===== src/rtl/div_unit_if.sv =====
// Handshake bundle between the EX stage and the multi-cycle divider.
// Signal names match the original flat port list for drop-in compatibility.
interface div_unit_if #(
  parameter int unsigned DATA_W = 32
);
  logic                  start_i;
  logic                  signed_div_i;
  logic [DATA_W-1:0]     opdata1_i;
  logic [DATA_W-1:0]     opdata2_i;
  logic                  annul_i;
  logic [2*DATA_W-1:0]   result_o;
  logic                  ready_o;
  logic                  stallreq_o;

  modport master (
    output start_i, signed_div_i, opdata1_i, opdata2_i, annul_i,
    input  result_o, ready_o, stallreq_o
  );

  modport slave (
    input  start_i, signed_div_i, opdata1_i, opdata2_i, annul_i,
    output result_o, ready_o, stallreq_o
  );
endinterface


===== src/rtl/div_unit.sv =====
// Multi-cycle radix-2 restoring divider for DIV/DIVU; result = {remainder, quotient}.
// Optional DIV_EARLY_OUT_EN: finish at accept when |dividend| < |divisor|.
module div_unit #(
  parameter int unsigned DATA_W = 32,
  parameter int unsigned CNT_W  = 6
) (
  input logic       clk,
  input logic       rst,
  div_unit_if.slave bus
);

  localparam int unsigned DW = DATA_W;
  localparam logic [CNT_W-1:0] LAST = CNT_W'(DATA_W);

  typedef enum logic [1:0] {FREE, BYZERO, ON, END} state_t;

  state_t            r_state, w_state_nxt;
  logic [CNT_W-1:0]  r_cnt, w_cnt_nxt;
  logic [2*DW:0]     r_dividend, w_dividend_nxt;
  logic [DW-1:0]     r_divisor, w_divisor_nxt;
  logic              r_signed, w_signed_nxt;
  logic              r_neg_q, w_neg_q_nxt;
  logic              r_neg_r, w_neg_r_nxt;
  logic [2*DW-1:0]   r_result, w_result_nxt;
  logic              r_ready, w_ready_nxt;

  logic [DW-1:0]     w_op1_mag, w_op2_mag;
  logic [DW:0]       w_diff;
  logic [DW-1:0]     w_quot, w_rem;
  logic              w_early;

  always_comb begin
    w_op1_mag = bus.opdata1_i;
    w_op2_mag = bus.opdata2_i;
    if (bus.signed_div_i && bus.opdata1_i[DW-1]) w_op1_mag = -bus.opdata1_i;
    if (bus.signed_div_i && bus.opdata2_i[DW-1]) w_op2_mag = -bus.opdata2_i;
  end

`ifdef DIV_EARLY_OUT_EN
  assign w_early = (w_op1_mag < w_op2_mag);
`else
  assign w_early = 1'b0;
`endif

  // Trial subtraction against the upper half of the shifted dividend.
  assign w_diff = {1'b0, r_dividend[2*DW-1:DW]} - {1'b0, r_divisor};

  always_comb begin
    w_quot = r_dividend[DW-1:0];
    w_rem  = r_dividend[2*DW:DW+1];
    if (r_neg_q) w_quot = -r_dividend[DW-1:0];
    if (r_neg_r) w_rem  = -r_dividend[2*DW:DW+1];
  end

  always_comb begin
    w_state_nxt    = r_state;
    w_cnt_nxt      = r_cnt;
    w_dividend_nxt = r_dividend;
    w_divisor_nxt  = r_divisor;
    w_signed_nxt   = r_signed;
    w_neg_q_nxt    = r_neg_q;
    w_neg_r_nxt    = r_neg_r;
    w_result_nxt   = r_result;
    w_ready_nxt    = r_ready;

    if (bus.annul_i) begin
      w_state_nxt  = FREE;
      w_cnt_nxt    = '0;
      w_result_nxt = '0;
      w_ready_nxt  = 1'b0;
    end else begin
      unique case (r_state)
        FREE: begin
          w_result_nxt = '0;
          w_ready_nxt  = 1'b0;
          if (bus.start_i) begin
            w_signed_nxt = bus.signed_div_i;
            w_neg_q_nxt  = bus.signed_div_i & (bus.opdata1_i[DW-1] ^ bus.opdata2_i[DW-1]);
            w_neg_r_nxt  = bus.signed_div_i & bus.opdata1_i[DW-1];
            if (bus.opdata2_i == '0) begin
              w_state_nxt = BYZERO;
            end else if (w_early) begin
              w_state_nxt  = END;
              w_result_nxt = {bus.opdata1_i, {DW{1'b0}}};
              w_ready_nxt  = 1'b1;
            end else begin
              w_state_nxt    = ON;
              w_cnt_nxt      = '0;
              w_dividend_nxt = {{DW{1'b0}}, w_op1_mag, 1'b0};
              w_divisor_nxt  = w_op2_mag;
            end
          end
        end
        BYZERO: begin
          w_state_nxt  = END;
          w_result_nxt = '0;
          w_ready_nxt  = 1'b1;
        end
        ON: begin
          if (r_cnt != LAST) begin
            if (w_diff[DW]) w_dividend_nxt = {r_dividend[2*DW-1:0], 1'b0};
            else            w_dividend_nxt = {w_diff[DW-1:0], r_dividend[DW-1:0], 1'b1};
            w_cnt_nxt = r_cnt + CNT_W'(1);
          end else begin
            w_state_nxt  = END;
            w_result_nxt = {w_rem, w_quot};
            w_ready_nxt  = 1'b1;
          end
        end
        END: begin
          if (!bus.start_i) begin
            w_state_nxt  = FREE;
            w_result_nxt = '0;
            w_ready_nxt  = 1'b0;
          end
        end
        default: w_state_nxt = FREE;
      endcase
    end
  end

  always_ff @(posedge clk or negedge rst) begin
    if (!rst) begin
      r_state    <= FREE;
      r_cnt      <= '0;
      r_dividend <= '0;
      r_divisor  <= '0;
      r_signed   <= 1'b0;
      r_neg_q    <= 1'b0;
      r_neg_r    <= 1'b0;
      r_result   <= '0;
      r_ready    <= 1'b0;
    end else begin
      r_state    <= w_state_nxt;
      r_cnt      <= w_cnt_nxt;
      r_dividend <= w_dividend_nxt;
      r_divisor  <= w_divisor_nxt;
      r_signed   <= w_signed_nxt;
      r_neg_q    <= w_neg_q_nxt;
      r_neg_r    <= w_neg_r_nxt;
      r_result   <= w_result_nxt;
      r_ready    <= w_ready_nxt;
    end
  end

  assign bus.result_o   = r_result;
  assign bus.ready_o    = r_ready;
  assign bus.stallreq_o = bus.start_i & ~r_ready & ~bus.annul_i;

endmodule

===== src/flat_wrapper.sv =====
// flat-port wrapper written by rule: the top's interface ports become plain ports
module div_unit_flat 
#(
  parameter int unsigned DATA_W = 32,
  parameter int unsigned CNT_W  = 6
)
  (clk, rst, bus_start_i, bus_signed_div_i, bus_opdata1_i, bus_opdata2_i, bus_annul_i, bus_result_o, bus_ready_o, bus_stallreq_o);
  div_unit_if #(.DATA_W(DATA_W)) bus_i ();
  input logic clk;
  input logic rst;
  input wire logic [$bits(bus_i.start_i)-1:0] bus_start_i;
  input wire logic [$bits(bus_i.signed_div_i)-1:0] bus_signed_div_i;
  input wire logic [$bits(bus_i.opdata1_i)-1:0] bus_opdata1_i;
  input wire logic [$bits(bus_i.opdata2_i)-1:0] bus_opdata2_i;
  input wire logic [$bits(bus_i.annul_i)-1:0] bus_annul_i;
  output wire logic [$bits(bus_i.result_o)-1:0] bus_result_o;
  output wire logic [$bits(bus_i.ready_o)-1:0] bus_ready_o;
  output wire logic [$bits(bus_i.stallreq_o)-1:0] bus_stallreq_o;
  assign bus_i.start_i = bus_start_i;
  assign bus_i.signed_div_i = bus_signed_div_i;
  assign bus_i.opdata1_i = bus_opdata1_i;
  assign bus_i.opdata2_i = bus_opdata2_i;
  assign bus_i.annul_i = bus_annul_i;
  assign bus_result_o = bus_i.result_o;
  assign bus_ready_o = bus_i.ready_o;
  assign bus_stallreq_o = bus_i.stallreq_o;
  div_unit #(.DATA_W(DATA_W), .CNT_W(CNT_W)) u_core (.clk(clk), .rst(rst), .bus(bus_i));
endmodule

===== config.mk =====
export PLATFORM = sky130hd
export DESIGN_NAME = div_unit_flat
export DESIGN_NICKNAME = d
export VERILOG_FILES = /design/src/rtl/div_unit_if.sv /design/src/rtl/div_unit.sv /design/src/flat_wrapper.sv
export SDC_FILE = /design/constraint.sdc
export NUM_CORES = 1
export LEC_CHECK = 0
export ABC_AREA = 0
export CAP_MARGIN = 20
export CORE_MARGIN = 10
export CORE_UTILIZATION = 50
export CTS_BUF_LIST = sky130_fd_sc_hd__clkbuf_8 sky130_fd_sc_hd__clkbuf_16
export DETAILED_ROUTE_END_ITERATION = 7
export GPL_TIMING_DRIVEN = 0
export PLACE_DENSITY_LB_ADDON = 0.15
export SKIP_CTS_REPAIR_TIMING = 1
export SLEW_MARGIN = 20
export SYNTH_ARGS = -nofsm -noshare
export SYNTH_HDL_FRONTEND = slang
export SYNTH_SLANG_ARGS = --single-unit
export TNS_END_PERCENT = 5

===== constraint.sdc =====
create_clock -name clk -period 7.4 [get_ports clk]
set_input_delay 2.22 -clock clk [delete_from_list [all_inputs] [get_ports clk]]
set_output_delay 2.22 -clock clk [all_outputs]
set_load 0.05 [all_outputs]

==> impl_metrics.toml, run 1 <==
[status]
status = "completed"

[sta]
worst_slew_pin_slew_ns = 0.722
clock_skew_ns = 0.0112
slew_headroom_pct = 51.4
max_freq_mhz = 166
final-hold-violation-count = 0
layout_min_cycle_time_ns = 6.03
drv_slew = 0
setup_viol = 0
grt_setup_unrepaired = "no"
fin_crit_sh_pct = 81.5
fin_ws_ns = 1.37

[routing]
ant_nets = 0
wl_per_cell_um = 17.4
finalWirelength_um = 31700
first_pass_iters = 5
vias = 10400
avgViaCountPerCell = 5.70
drtIter0Drc = 768
drc = 0

[power_and_ir_drop]
ir_drop_v = 0.000191
cellPowerDensity_nw_per_um2 = 295
p_leak_uw = 0.00579

[synth]
async_flop_share_pct = 100
synth_cell_type_count = 66
syn-num-nets = 1486
yosysTopAreaCell = "dfrtp_1"
ys_seq_area_share_pct = 38.1
syn_inst = 1374
avgSynthCellArea_sq_um = 8.23
ys_ff_latch = 172
synth-edff-count = 0
synth_area_sq_um = 11300
yosysTopAreaCellShare_pct = 38.1
ys.warnings.count = 0
synth_top_flop_cell = "dfrtp_1"
synth_common_cells = "nand2_1, o21ai_0, dfrtp_1"
yosysMostFrequentCell = "nand2_1"
ys_top_cells_by_area = "dfrtp_1, o21ai_0, nand2_1, xor2_1, a21oi_1"

[critical_path]
endpoint_kind = "primary output"
crit_required_ns = 5.18
crit_path_max_fanout = 3
crit_type = "primary input to primary output"
cp-start-kind = "primary input"
crit_arrival_ns = 3.81
reg2reg_setup_slack_ns = 3.75

[floorplan]
fp.dieArea_sq_um = 29000
rows = 54
pin_count = 135
coreArea_sq_um = 22000
die_w_um = 170
initial_core_util_pct = 51.3
die_y_um = 170

[place]
dp_cells = 1788
place_ws_ns = 1.38
dp_hpwl_um = 25100
portBuffers = 132
place_congestion = 0.907

[global_route]
globalRouteTotalUtil_pct = 21.5
grt_pass1_vias = 9723
grt_pass1_wl_um = 50900
grt_max_degree = 64
grt_overflow = 0
antenna_found_initial = 0

[clock_network]
cts_tree = "done"
cts_sinks = 172
insertion_delay_ns = 0.44
htree_num_levels = 4
path_clk_slew_ns = 0.07
cts_buffers = 17
ctsRootBufferMaster = "clkbuf_16"
clk_path_buf_depth = 2

[final_layout]
fin_cells = 1820
nFillCells = 1964
syn2layout_area_growth_pct = 20.5
drive_above_1_share_pct = 4.09
nets = 1640
antennaDiodeCount = 0

[job]
cap_viol_max_count = 0

[hold_path]
hp-class = "flip-flop to flip-flop"
final timing paths:
check | endpoint | startpoint | depth (start not counted)
worst min register to register | u_core.bus.result_o[35] | u_core.bus.result_o[35] | 2
max in group asynchronous | u_core.r_dividend[9] | rst | 2
worst max register to register | u_core.r_dividend[61] | u_core.r_dividend[32] | 13
min in group asynchronous | u_core.bus.result_o[34] | rst | 1
worst min-delay path | u_core.bus.result_o[35] | u_core.bus.result_o[35] | 2
worst max-delay path | bus_stallreq_o | bus_start_i | 4
state kept, by name (all words and copies together), names as in the netlist:
register,cells
u_core.r_dividend,65
u_core.bus.result_o,64
u_core.r_divisor,32
u_core.r_cnt,6
u_core.r_state,2
u_core.bus.ready_o,1
u_core.r_neg_q,1
u_core.r_neg_r,1
cells in the final DEF, fill, tap and decap left out, types with 4 or more instances in the layout:
master,netlist,final
nand2_1,208,208
o21ai_0,199,199
dfrtp_1,172,172
clkdlybuf4s50_1,0,131
a21oi_1,116,116
nor2_1,92,92
xor2_1,87,87
clkbuf_1,59,59
inv_1,58,58
xnor2_1,54,54
ha_1,42,42
o31ai_1,38,38
or3_1,22,22
clkbuf_16,0,17
nor3_1,16,16
o41ai_1,16,16
nand2b_1,15,15
nand3_1,13,13
or4_1,12,12
a31oi_1,11,11
nor4_1,10,10
a32oi_1,10,10
a21o_1,9,9
and2_1,8,8
mux2i_1,7,7
buf_2,7,7
nor2b_1,6,6
nand4_1,6,6
buf_1,6,6
and3_1,5,5
inv_6,0,5
or2_2,4,4
nand3b_1,4,4
o211ai_1,4,4
o21a_1,4,4
or4_4,4,4
metal layers:
layer	part of all wire [%]	global-route usage [%]	vias to the layer above
met2	42	31.3	288
met1	50	32.3	4917
met3	6.8	4.07	15
met5	0	0	-
li1	-	-	5153
met4	0.66	4.39	0
logic make-up after synthesis:
group           after synthesis  share of synthesized area [%]
compound gates              442                           22.8
mux                           9                          0.819
fa+ha+maj                    43                           4.83
buf+inv                     130                           4.39
simple gates                437                           18.1
flops                       172                           38.1
xor+xnor                    141                           10.9
metrics by stage:
stage / setup TNS, ns / cell area, sq um / hold slack (ns) / total power [uW] / util [%]
after floorplan: 0 / 11300 / 0.445 / 2550 / -
after global placement: -486.99 / 13000 / 0.462 / 3050 / 58.9
after detailed placement: 0 / 13000 / 0.470 / 3090 / 59.2
after CTS: 0 / 13600 / 0.485 / 4000 / 61.8
after global routing: 0 / 13600 / 0.497 / 4300 / 61.9
final: 0 / 13600 / 0.480 / 4020 / 61.9
area by class of cell:
type / count / area [sq um] / area share, %
plain buffers: 72 / 279 / 2.05
clock buffers: 17 / 425 / 3.12
clock inverters: 14 / 160 / 1.18
inverters: 58 / 218 / 1.60
multi-input cells: 1072 / 6500 / 47.7
flip-flops and latches: 172 / 4300 / 31.6
well taps: 280 / 350 / 2.57
repair buffers: 135 / 1390 / 10.2
critical path: stages:
cell	delay, ns
clkdlybuf4s50_1	0.49
inv_1	0.10
nor3_1	0.17
clkdlybuf4s50_1	0.83
where the power goes:
group	switching, uW	total (uW)	leakage, uW	internal [uW]
sequential	210	1340	0.00229	1130
combinational	1120	1770	0.00322	648
clock	404	908	0.000279	503
total	1730	4020	0.00579	2280
Note: power is estimated with default switching activity, not from simulation.
==> run 2, diff against run 1 <==
clock period = 5.1 ns   (was 7.4 ns; I/O delays follow)
==> results of run 2 <==
Same layout as run 1 (identical final DEF). Status: completed.
Among the figures that moved: setup slack after placement 1.38 ns -> 0.167 ns; setup slack after layout 1.37 ns -> 0.449 ns; register-to-register setup slack 3.75 ns -> 1.45 ns; total power 4020 uW -> 5830 uW; worst IR drop on VDD 0.000191 V -> 0.000278 V
